**src/rtl/dice_pkg.sv**
```systemverilog
// Shared definitions for the electronic dice and its scorer: FSM states and die face limits.
package dice_pkg;

    typedef enum logic [1:0] {
        IDLE,
        ROLLING,
        CAPTURE,
        OVER
    } state_t;

    localparam int THROW_W = 3;
    localparam int DIE_MIN = 1;
    localparam int DIE_MAX = 6;

    function automatic logic throw_valid(input logic [THROW_W-1:0] t);
        return (t >= THROW_W'(DIE_MIN)) && (t <= THROW_W'(DIE_MAX));
    endfunction

endpackage

```
**src/rtl/dice_scorer_if.sv**
```systemverilog
// Button/dice inputs and score/status outputs of the dice scorer.
interface dice_scorer_if #(
    parameter int SCORE_W = 6,
    parameter int CNT_W   = 4
);
    import dice_pkg::*;

    logic               button;
    logic [THROW_W-1:0] throw;
    logic               new_game;
    logic               roll_done;
    logic [THROW_W-1:0] last_throw;
    logic [SCORE_W-1:0] total;
    logic [CNT_W-1:0]   rolls;
    logic               illegal;
    logic               win;
    logic               lose;

    modport master (
        output button, throw, new_game,
        input  roll_done, last_throw, total, rolls, illegal, win, lose
    );

    modport slave (
        input  button, throw, new_game,
        output roll_done, last_throw, total, rolls, illegal, win, lose
    );

endinterface

```
**src/rtl/btn_fall_detect.sv**
```systemverilog
// Registers the roll button and flags the cycle in which it is seen going from high to low.
module btn_fall_detect (
    input  logic clk,
    input  logic rst,
    input  logic i_btn,
    output logic o_fall
);
    logic r_btn;

    always_ff @(posedge clk or posedge rst) begin
        if (rst) r_btn <= 1'b0;
        else     r_btn <= i_btn;
    end

    assign o_fall = r_btn & ~i_btn;

endmodule

```
**src/rtl/dice_scorer.sv**
```systemverilog
// Scores settled dice throws on each button release and ends the game on a win or a loss.
module dice_scorer
    import dice_pkg::*;
#(
    parameter int TARGET    = 21,
    parameter int MAX_ROLLS = 8,
    parameter int SCORE_W   = 6,
    parameter int CNT_W     = 4
) (
    input  logic          clk,
    input  logic          rst,
    dice_scorer_if.slave  bus
);
    state_t             r_state, w_state_nxt;
    logic [SCORE_W-1:0] r_total, w_total_nxt;
    logic [CNT_W-1:0]   r_rolls, w_rolls_nxt;
    logic [THROW_W-1:0] r_last, w_last_nxt;
    logic               r_illegal, w_illegal_nxt;
    logic               r_win, w_win_nxt;
    logic               r_lose, w_lose_nxt;
    logic               r_done, w_done_nxt;

    logic               w_fall;
    logic [SCORE_W:0]   w_sum;
    logic [CNT_W-1:0]   w_rolls_inc;

    btn_fall_detect u_fall (
        .clk    (clk),
        .rst    (rst),
        .i_btn  (bus.button),
        .o_fall (w_fall)
    );

    // One extra bit so a last roll landing above TARGET can never wrap below it
    assign w_sum       = {1'b0, r_total} + {{(SCORE_W + 1 - THROW_W){1'b0}}, bus.throw};
    assign w_rolls_inc = r_rolls + CNT_W'(1);

    always_comb begin
        w_state_nxt   = r_state;
        w_total_nxt   = r_total;
        w_rolls_nxt   = r_rolls;
        w_last_nxt    = r_last;
        w_illegal_nxt = r_illegal;
        w_win_nxt     = r_win;
        w_lose_nxt    = r_lose;
        w_done_nxt    = 1'b0;

        if (bus.new_game) begin
            w_state_nxt   = IDLE;
            w_total_nxt   = '0;
            w_rolls_nxt   = '0;
            w_last_nxt    = '0;
            w_illegal_nxt = 1'b0;
            w_win_nxt     = 1'b0;
            w_lose_nxt    = 1'b0;
        end else begin
            case (r_state)
                IDLE:    if (bus.button) w_state_nxt = ROLLING;
                ROLLING: if (w_fall)     w_state_nxt = CAPTURE;
                CAPTURE: begin
                    if (throw_valid(bus.throw)) begin
                        w_total_nxt = w_sum[SCORE_W-1:0];
                        w_rolls_nxt = w_rolls_inc;
                        w_last_nxt  = bus.throw;
                        w_done_nxt  = 1'b1;
                        // Reaching the target on the final allowed roll counts as a win
                        if (w_sum >= (SCORE_W + 1)'(TARGET)) begin
                            w_win_nxt   = 1'b1;
                            w_state_nxt = OVER;
                        end else if (w_rolls_inc == CNT_W'(MAX_ROLLS)) begin
                            w_lose_nxt  = 1'b1;
                            w_state_nxt = OVER;
                        end else begin
                            w_state_nxt = IDLE;
                        end
                    end else begin
                        w_illegal_nxt = 1'b1;
                        w_state_nxt   = IDLE;
                    end
                end
                OVER:    w_state_nxt = OVER;
                default: w_state_nxt = IDLE;
            endcase
        end
    end

    always_ff @(posedge clk or posedge rst) begin
        if (rst) begin
            r_state   <= IDLE;
            r_total   <= '0;
            r_rolls   <= '0;
            r_last    <= '0;
            r_illegal <= 1'b0;
            r_win     <= 1'b0;
            r_lose    <= 1'b0;
            r_done    <= 1'b0;
        end else begin
            r_state   <= w_state_nxt;
            r_total   <= w_total_nxt;
            r_rolls   <= w_rolls_nxt;
            r_last    <= w_last_nxt;
            r_illegal <= w_illegal_nxt;
            r_win     <= w_win_nxt;
            r_lose    <= w_lose_nxt;
            r_done    <= w_done_nxt;
        end
    end

    assign bus.roll_done  = r_done;
    assign bus.last_throw = r_last;
    assign bus.total      = r_total;
    assign bus.rolls      = r_rolls;
    assign bus.illegal    = r_illegal;
    assign bus.win        = r_win;
    assign bus.lose       = r_lose;

endmodule

```
**src/flat_wrapper.sv**
```systemverilog
// flat-port wrapper written by rule: the top's interface ports become plain ports
module dice_scorer_flat import dice_pkg::*;
#(
    parameter int TARGET    = 21,
    parameter int MAX_ROLLS = 8,
    parameter int SCORE_W   = 6,
    parameter int CNT_W     = 4
)
  (clk, rst, bus_button, bus_throw, bus_new_game, bus_roll_done, bus_last_throw, bus_total, bus_rolls, bus_illegal, bus_win, bus_lose);
  dice_scorer_if #(.SCORE_W(SCORE_W), .CNT_W(CNT_W)) bus_i ();
  input  logic clk;
  input  logic rst;
  input wire logic [$bits(bus_i.button)-1:0] bus_button;
  input wire logic [$bits(bus_i.throw)-1:0] bus_throw;
  input wire logic [$bits(bus_i.new_game)-1:0] bus_new_game;
  output wire logic [$bits(bus_i.roll_done)-1:0] bus_roll_done;
  output wire logic [$bits(bus_i.last_throw)-1:0] bus_last_throw;
  output wire logic [$bits(bus_i.total)-1:0] bus_total;
  output wire logic [$bits(bus_i.rolls)-1:0] bus_rolls;
  output wire logic [$bits(bus_i.illegal)-1:0] bus_illegal;
  output wire logic [$bits(bus_i.win)-1:0] bus_win;
  output wire logic [$bits(bus_i.lose)-1:0] bus_lose;
  assign bus_i.button = bus_button;
  assign bus_i.throw = bus_throw;
  assign bus_i.new_game = bus_new_game;
  assign bus_roll_done = bus_i.roll_done;
  assign bus_last_throw = bus_i.last_throw;
  assign bus_total = bus_i.total;
  assign bus_rolls = bus_i.rolls;
  assign bus_illegal = bus_i.illegal;
  assign bus_win = bus_i.win;
  assign bus_lose = bus_i.lose;
  dice_scorer #(.TARGET(TARGET), .MAX_ROLLS(MAX_ROLLS), .SCORE_W(SCORE_W), .CNT_W(CNT_W)) u_core (.clk(clk), .rst(rst), .bus(bus_i));
endmodule
```
**config.mk**
```make
export PLATFORM = sky130hd
export DESIGN_NAME = dice_scorer_flat
export DESIGN_NICKNAME = d
export VERILOG_FILES = /design/src/rtl/dice_pkg.sv /design/src/rtl/dice_scorer_if.sv /design/src/rtl/btn_fall_detect.sv /design/src/rtl/dice_scorer.sv /design/src/flat_wrapper.sv
export SDC_FILE = /design/constraint.sdc
export NUM_CORES = 1
export LEC_CHECK = 0
export CORE_ASPECT_RATIO = 1.4
export CORE_MARGIN = 3
export CORE_UTILIZATION = 60
export DETAILED_ROUTE_END_ITERATION = 8
export DONT_BUFFER_PORTS = 1
export GPL_ROUTABILITY_DRIVEN = 0
export PLACE_DENSITY = 0.86
export SLEW_MARGIN = 20
export SYNTH_ARGS = -nofsm -noshare
export SYNTH_HDL_FRONTEND = slang
export SYNTH_SLANG_ARGS = --single-unit
```
**constraint.sdc**
```tcl
create_clock -name clk -period 2.5 [get_ports clk]
set_input_delay 0.625 -clock clk [delete_from_list [all_inputs] [get_ports clk]]
set_output_delay 0.625 -clock clk [all_outputs]
set_load 0.01 [all_outputs]
```
=== After elaboration in Yosys (flattened, before gate mapping) ===
Cells that the tools add are included.

* Register bits: 20
* Latch bits: 0
* Memory bits (writable): 0
* Memory bits (read-only): 0
* Input port bits: 7
* Output and inout port bits: 17
* Logic and storage cells: 66
* Memories kept: 0

* Add/subtract/negate cells: 2
* $mul: 0
* Div/mod/pow operators: 0
* Order comparisons: 3
* Eq/ne operators: 8
* Shift operators: 0
* Multiplexer cells: 31
* Bitwise gates (word level): 2
* Reduce and logical (&&, ||, !) cells: 11

{| class="wikitable"
|+ Operators with widths
! cell !! count
|-
| 2-to-1 mux 6 bit || 3
|-
| 2-to-1 mux 1 bit || 15
|-
| 2-to-1 mux 2 bit || 6
|-
| 2-to-1 mux 4 bit || 3
|-
| 2-to-1 mux 3 bit || 3
|-
| one-hot mux 2 bit (4 select lines) || 1
|-
| nonzero test 2 bit || 4
|-
| adder 6 x 3 -> 7 bit || 1
|-
| greater-or-equal comparator 7 x 5 -> 1 bit (second input constant) || 1
|-
| != test 3 bit (second input constant) || 2
|-
| AND reduction 2 bit || 3
|-
| adder 4 x 1 -> 4 bit (second input constant) || 1
|-
| == test 2 bit (second input constant) || 2
|-
| == test 4 bit (second input constant) || 1
|-
| != test 2 bit (second input constant) || 2
|-
| AND reduction 4 bit || 1
|-
| greater-or-equal comparator 3 x 1 -> 1 bit (second input constant) || 1
|-
| <= comparator 3 bit (second input constant) || 1
|-
| AND reduction 3 bit || 1
|-
| == test 2 x 1 -> 1 bit (second input constant) || 1
|-
| logical NOT 2 bit || 1
|-
| AND 1 bit || 1
|-
| logical AND 1 bit || 1
|-
| NOT 1 bit || 1
|}

=== Depth between registers and ports, before layout ===
Gate-level depths: netlist of the first run.

* Depth in word-level cells: 7
* Depth in mapped cells: 8
* Mapped depth without buffers: 8

=== Hierarchy ===
Synthesis of the first run repeated with hierarchy kept, for this count alone.

* Cells, all modules: 115
* Area total of the unflattened synthesis: 1109.8 um^2

{| class="wikitable"
|+ Modules (own cells, without submodules)
! module !! instances !! cells each !! area an instance (um^2)
|-
| dice_scorer || 1 || 112 || 1067.3
|-
| btn_fall_detect || 1 || 3 || 42.5
|}

=== Worst setup path after synthesis of the first run ===
OpenSTA, ideal clock, no wires.

* Path kind: input -> register
* From: input port bus_throw[0]
* To: register u_core.r_win (netlist: u_core.bus.win)
* Data arrival time: 2.113 ns
* Setup slack: 0.266 ns
* Stages: 7
* Path buffers: 0
* Cells stage by stage: ha_1 inv_1 fa_1 nand2b_1 a2111oi_1 a311oi_2 a32o_1

* Longest elaborated chain between the ends: 4
* Elaborated cells between the ends (all ways): 8
* Classes of those cells: add/sub: 1; order compare: 3; reduce/logical: 4

{| class="wikitable"
|+ RTL lines
! element !! RTL line !! RTL
|-
| start: declaration || flat_wrapper.sv:14 || <nowiki>input wire logic [$bits(bus_i.throw)-1:0] bus_throw;</nowiki>
|-
| adder 6 x 3 -> 7 bit, or another cell as far along || dice_scorer.sv:35 || <nowiki>assign w_sum = {1'b0, r_total} + {{(SCORE_W + 1 - THROW_W){1'b0}}, bus.throw};</nowiki>
|-
| greater-or-equal comparator 7 x 5 -> 1 bit or logical AND 1 bit (tied branches) || dice_scorer.sv:67, dice_pkg.sv:16 ||
|-
| nonzero test 2 bit (no line) || -- ||
|-
| AND reduction 3 bit (no line) * || -- ||
|-
| end signal: assignment || dice_scorer.sv:103 || <nowiki>r_win <= w_win_nxt;</nowiki>
|-
| end: declaration || dice_scorer.sv:19 || <nowiki>logic r_win, w_win_nxt;</nowiki>
|}

Every way passes the cells marked *; elsewhere a longest branch is shown, timed or not.
A chain may end at the register's enable or synchronous reset.

=== Worst setup path in the final report of the first run ===
* From: register u_core.r_total[0] (netlist: u_core.bus.total[0])
* To: register u_core.r_state[1]

* Longest elaborated chain between the ends: 6

{| class="wikitable"
|+ RTL lines
! element !! RTL line !! RTL
|-
| start: declaration || dice_scorer.sv:15 || <nowiki>logic [SCORE_W-1:0] r_total, w_total_nxt;</nowiki>
|-
| start signal: assignment || dice_scorer.sv:99 || <nowiki>r_total <= w_total_nxt;</nowiki>
|-
| adder 6 x 3 -> 7 bit || dice_scorer.sv:35 ||
|-
| greater-or-equal comparator 7 x 5 -> 1 bit || dice_scorer.sv:67 || <nowiki>if (w_sum >= (SCORE_W + 1)'(TARGET)) begin</nowiki>
|-
| 2-to-1 mux 2 bit || dice_scorer.sv:67 ||
|-
| 2-to-1 mux 2 bit || dice_scorer.sv:61 || <nowiki>if (throw_valid(bus.throw)) begin</nowiki>
|-
| one-hot mux 2 bit (4 select lines) || dice_scorer.sv:57 || <nowiki>case (r_state)</nowiki>
|-
| 2-to-1 mux 2 bit || dice_scorer.sv:48 || <nowiki>if (bus.new_game) begin</nowiki>
|-
| end signal: assignment || dice_scorer.sv:98 || <nowiki>r_state <= w_state_nxt;</nowiki>
|-
| end: declaration || dice_scorer.sv:14 || <nowiki>state_t r_state, w_state_nxt;</nowiki>
|}

No other way between the ends.

==> metrics.csv, run 1 <==
stage,metric,value,unit
outcome,status,"complete, no violations",
timing,clk_skew,0.00659,ns
detailed_routing,Final ANT Viol Nets,0,
cts,CTS tree,done,
timing,actual slew at the worst max-slew pin,0.748,ns
pwr,Reg power frac,53.0,%
placed_design,post-place instance area,1120,µm²
pwr,Pwr Density,527,nW/µm²
yosys,synth top area cells,"dfrtp_1 45%, nand2_1 5.7%, a21oi_1 4.9%",
timing,final setup fails,0,
setup_path,Critical Path Start Type,flip-flop,
detailed_routing,met3 WL,97,µm
yosys,mean area per synthesized cell,9.73,µm²
detailed_routing,top layer in use,met4,
pwr,Max IR drop VDD,0.412,mV
yosys,Yosys reg bits,20,
timing,"Period Utilization, post-route",88.3,%
floorplanning,Initial Utilization,67.4,%
cts,Clock Latency Late Sink,0.31,ns
timing,Slew HR,50.0,%
grt,Overflow after GRT,0,
setup_path,path type of the worst setup path,flip-flop to flip-flop,
cts,clk root buf,clkbuf_4,
cts,Post-CTS Setup Bufs,0,
pwr,P_int,495,µW
setup_path,critical path endpoint category,flip-flop,
setup_path,worst reg2reg path startpoint,u_core.bus.total[0]$_DFFE_PP0P_,
pwr,power share of the clock group,43.4,%
placed_design,Placed Cells,130,
cells_and_area,layout cells sized above 1,12.2,%
detailed_routing,routed wire length,2100,µm
cells_and_area,Nets,128,
yosys,top_reg_cell synth,dfrtp_1,
yosys,post-synth cell types,40,
timing,Final Hold Fails,0,
yosys,post-synth top area share,44.7,%
floorplanning,Die Wd,42.5,µm
cells_and_area,P&R area growth vs syn,4.47,%
timing,Max Freq,453,MHz
yosys,Mapped Area,1120,µm²
cts,CTS Hold Buffers Added,0,
pwr,Leakage,0.489,nW
timing,RSZ-0062 raised after global routing,no,
cells_and_area,design area,1170,µm²
grt,vias in the first global route,837,
floorplanning,top-level port count,24,
pwr,Sw Share,19.6,%
yosys,cell taking the most area after synthesis,dfrtp_1,
cells_and_area,"Core Util, Final",70.4,%
floorplanning,Die ar.,2430,µm²
setup_path,Critical path origin,u_core.bus.total[0]$_DFFE_PP0P_,
cts,cts bufs inserted,3,
cts,H-tree Lvls,1,
timing,Setup TNS,0,ns
detailed_routing,drt wl/cell,15.7,µm
run,Max-cap violations,0,
grt,largest net degree at the start of global routing,21,
grt,first-pass GRT wire length,3640,µm
yosys,"EDFF count, synth",0,
cts,clk buf depth,2,
min_path,worst min path class,input pin to asynchronous set/reset pin,
yosys,net count after synthesis,127,
cells_and_area,most frequent cells in the layout,"20 x dfrtp_1, 17 x nand2_1, 11 x a21oi_1",
floorplanning,Core ar.,1660,µm²
floorplanning,die height,57.1,µm
cells_and_area,"most common cell after layout, fill and taps aside",dfrtp_1,
grt,Tot GR Track Use,19.3,%
detailed_routing,Via density,6.21,
setup_path,WP data arrival,2.44,ns
pwr,Logic pwr share,3.6,%
detailed_routing,vias,832,
yosys,post-synthesis sequential area ratio,44.7,%
setup_path,WP data required,2.73,ns
cts,clk slew on worst S/H paths,0.12,ns
setup_path,Worst Path Max Fanout,3,
floorplanning,std cell rows,17,
grt,initial antenna violation count,0,
cells_and_area,antenna fix cells,0,
detailed_routing,DRT met1 WL,835,µm
placed_design,DP HPWL,1590,µm
detailed_routing,met2 wire length,1110,µm
cts,TritonCTS Sinks,20,
yosys,instance count of the mapped netlist,115,
detailed_routing,drt pass-1 iters,3,
detailed_routing,drt first-iter violations,14,
yosys,synth warn,0,
timing,Tmin final,2.21,ns
timing,max-slew violations,0,
cells_and_area,Multi-input gate area,566,µm²
yosys,asr flop ratio synth,100,%
cells_and_area,Non-Filler Instances,134,
cts,post-CTS resize count,0,
cells_and_area,Register Area,500,µm²
placed_design,port bufs,0,
detailed_routing,drt drc,0,
cells_and_area,fillers,128,
pwr,Psw,121,µW
-- worst max-delay path: stages, from the launching register on --
cell and delay [ns]:
dfrtp_1 0.44, ha_1 0.20, inv_1 0.06, fa_1 0.40
xnor2_1 0.21, o21ai_1 0.15, a311oi_2 0.32, nand2_2 0.12
a221oi_2 0.24
-- cell type report --
cell class              instances  area share [%]
clock buffers                   3            1.93
flip-flops and latches         20            42.8
clock inverters                 1            2.57
well taps                      19            2.03
multi-input cells              84            48.4
inverters                       7            2.25
-- state kept, by name, summed over array words and instances, names as in the netlist --
signal / flops
u_core.r_state: 2
u_core.bus.lose: 1
u_core.bus.rolls: 4
u_core.bus.win: 1
u_core.bus.illegal: 1
u_core.u_fall.r_btn: 1
u_core.bus.total: 6
u_core.bus.roll_done: 1
u_core.bus.last_throw: 3
-- stage by stage --
step                      total power, mW  hold WS, ns  setup slack [ns]
final                               0.615        0.316             0.293
after global routing                0.634        0.311             0.139
after CTS                           0.617        0.321             0.290
after detailed placement            0.355        0.569             0.146
after global placement              0.354        0.561             0.203
after floorplan                     0.355        0.526             0.266
-- kinds of logic after synthesis --
family          Yosys count  synth area share, %
compound gates           30                 19.8
xor+xnor                  6                 4.70
fa+ha+maj                 5                 6.26
buf+inv                  11                 4.70
flops                    20                 44.7
simple gates             43                 19.8
-- cell usage after synthesis, types with 2 or more instances --
master / n
clkbuf_1: 2
o21ai_0: 3
nor2_1: 9
or3_1: 3
nand2_1: 17
xnor2_1: 3
xor2_1: 3
o21a_1: 2
a21oi_1: 11
nor2b_1: 2
o21ai_1: 2
a221oi_2: 2
ha_1: 4
inv_1: 7
dfrtp_1: 20
-- power by group through the flow --
stage	combinational, mW	clock [mW]	sequential, mW
final	0.0223	0.267	0.326
after floorplan	0.0227	0	0.332
after CTS	0.0226	0.269	0.326
after global placement	0.0220	0	0.332
after detailed placement	0.0225	0	0.332
after global routing	0.0253	0.282	0.326
-- worst paths after layout --
path                            slack, ns                                   end  depth (start not counted)
worst max-delay path                 0.29         u_core.r_state[1]$_DFFE_PP0P_                          8
worst min-delay path                 0.32       u_core.bus.rolls[3]$_DFFE_PP0P_                          1
worst max register to register       0.29         u_core.r_state[1]$_DFFE_PP0P_                          8
worst min register to register       0.58  u_core.bus.last_throw[0]$_DFFE_PP0P_                          2
max in group asynchronous            1.71       u_core.bus.total[1]$_DFFE_PP0P_                          1
min in group clk                     0.33         u_core.u_fall.r_btn$_DFF_PP0_                          0
-- layer usage --
metal	up-vias	global-route usage (%)
met5	-	0
met4	0	10.7
met3	5	3.47
met2	23	34.4
met1	399	21.1
li1	405	-
Power figures use the tool's default switching activity.
==> run 2: changes to the inputs <==
CTS_CLUSTER_DIAMETER = 30   (was not set)
HOLD_SLACK_MARGIN = 0.08   (was not set)
==> results of run 2 <==
Same layout as run 1: the final DEF is identical, and so are final timing and power.
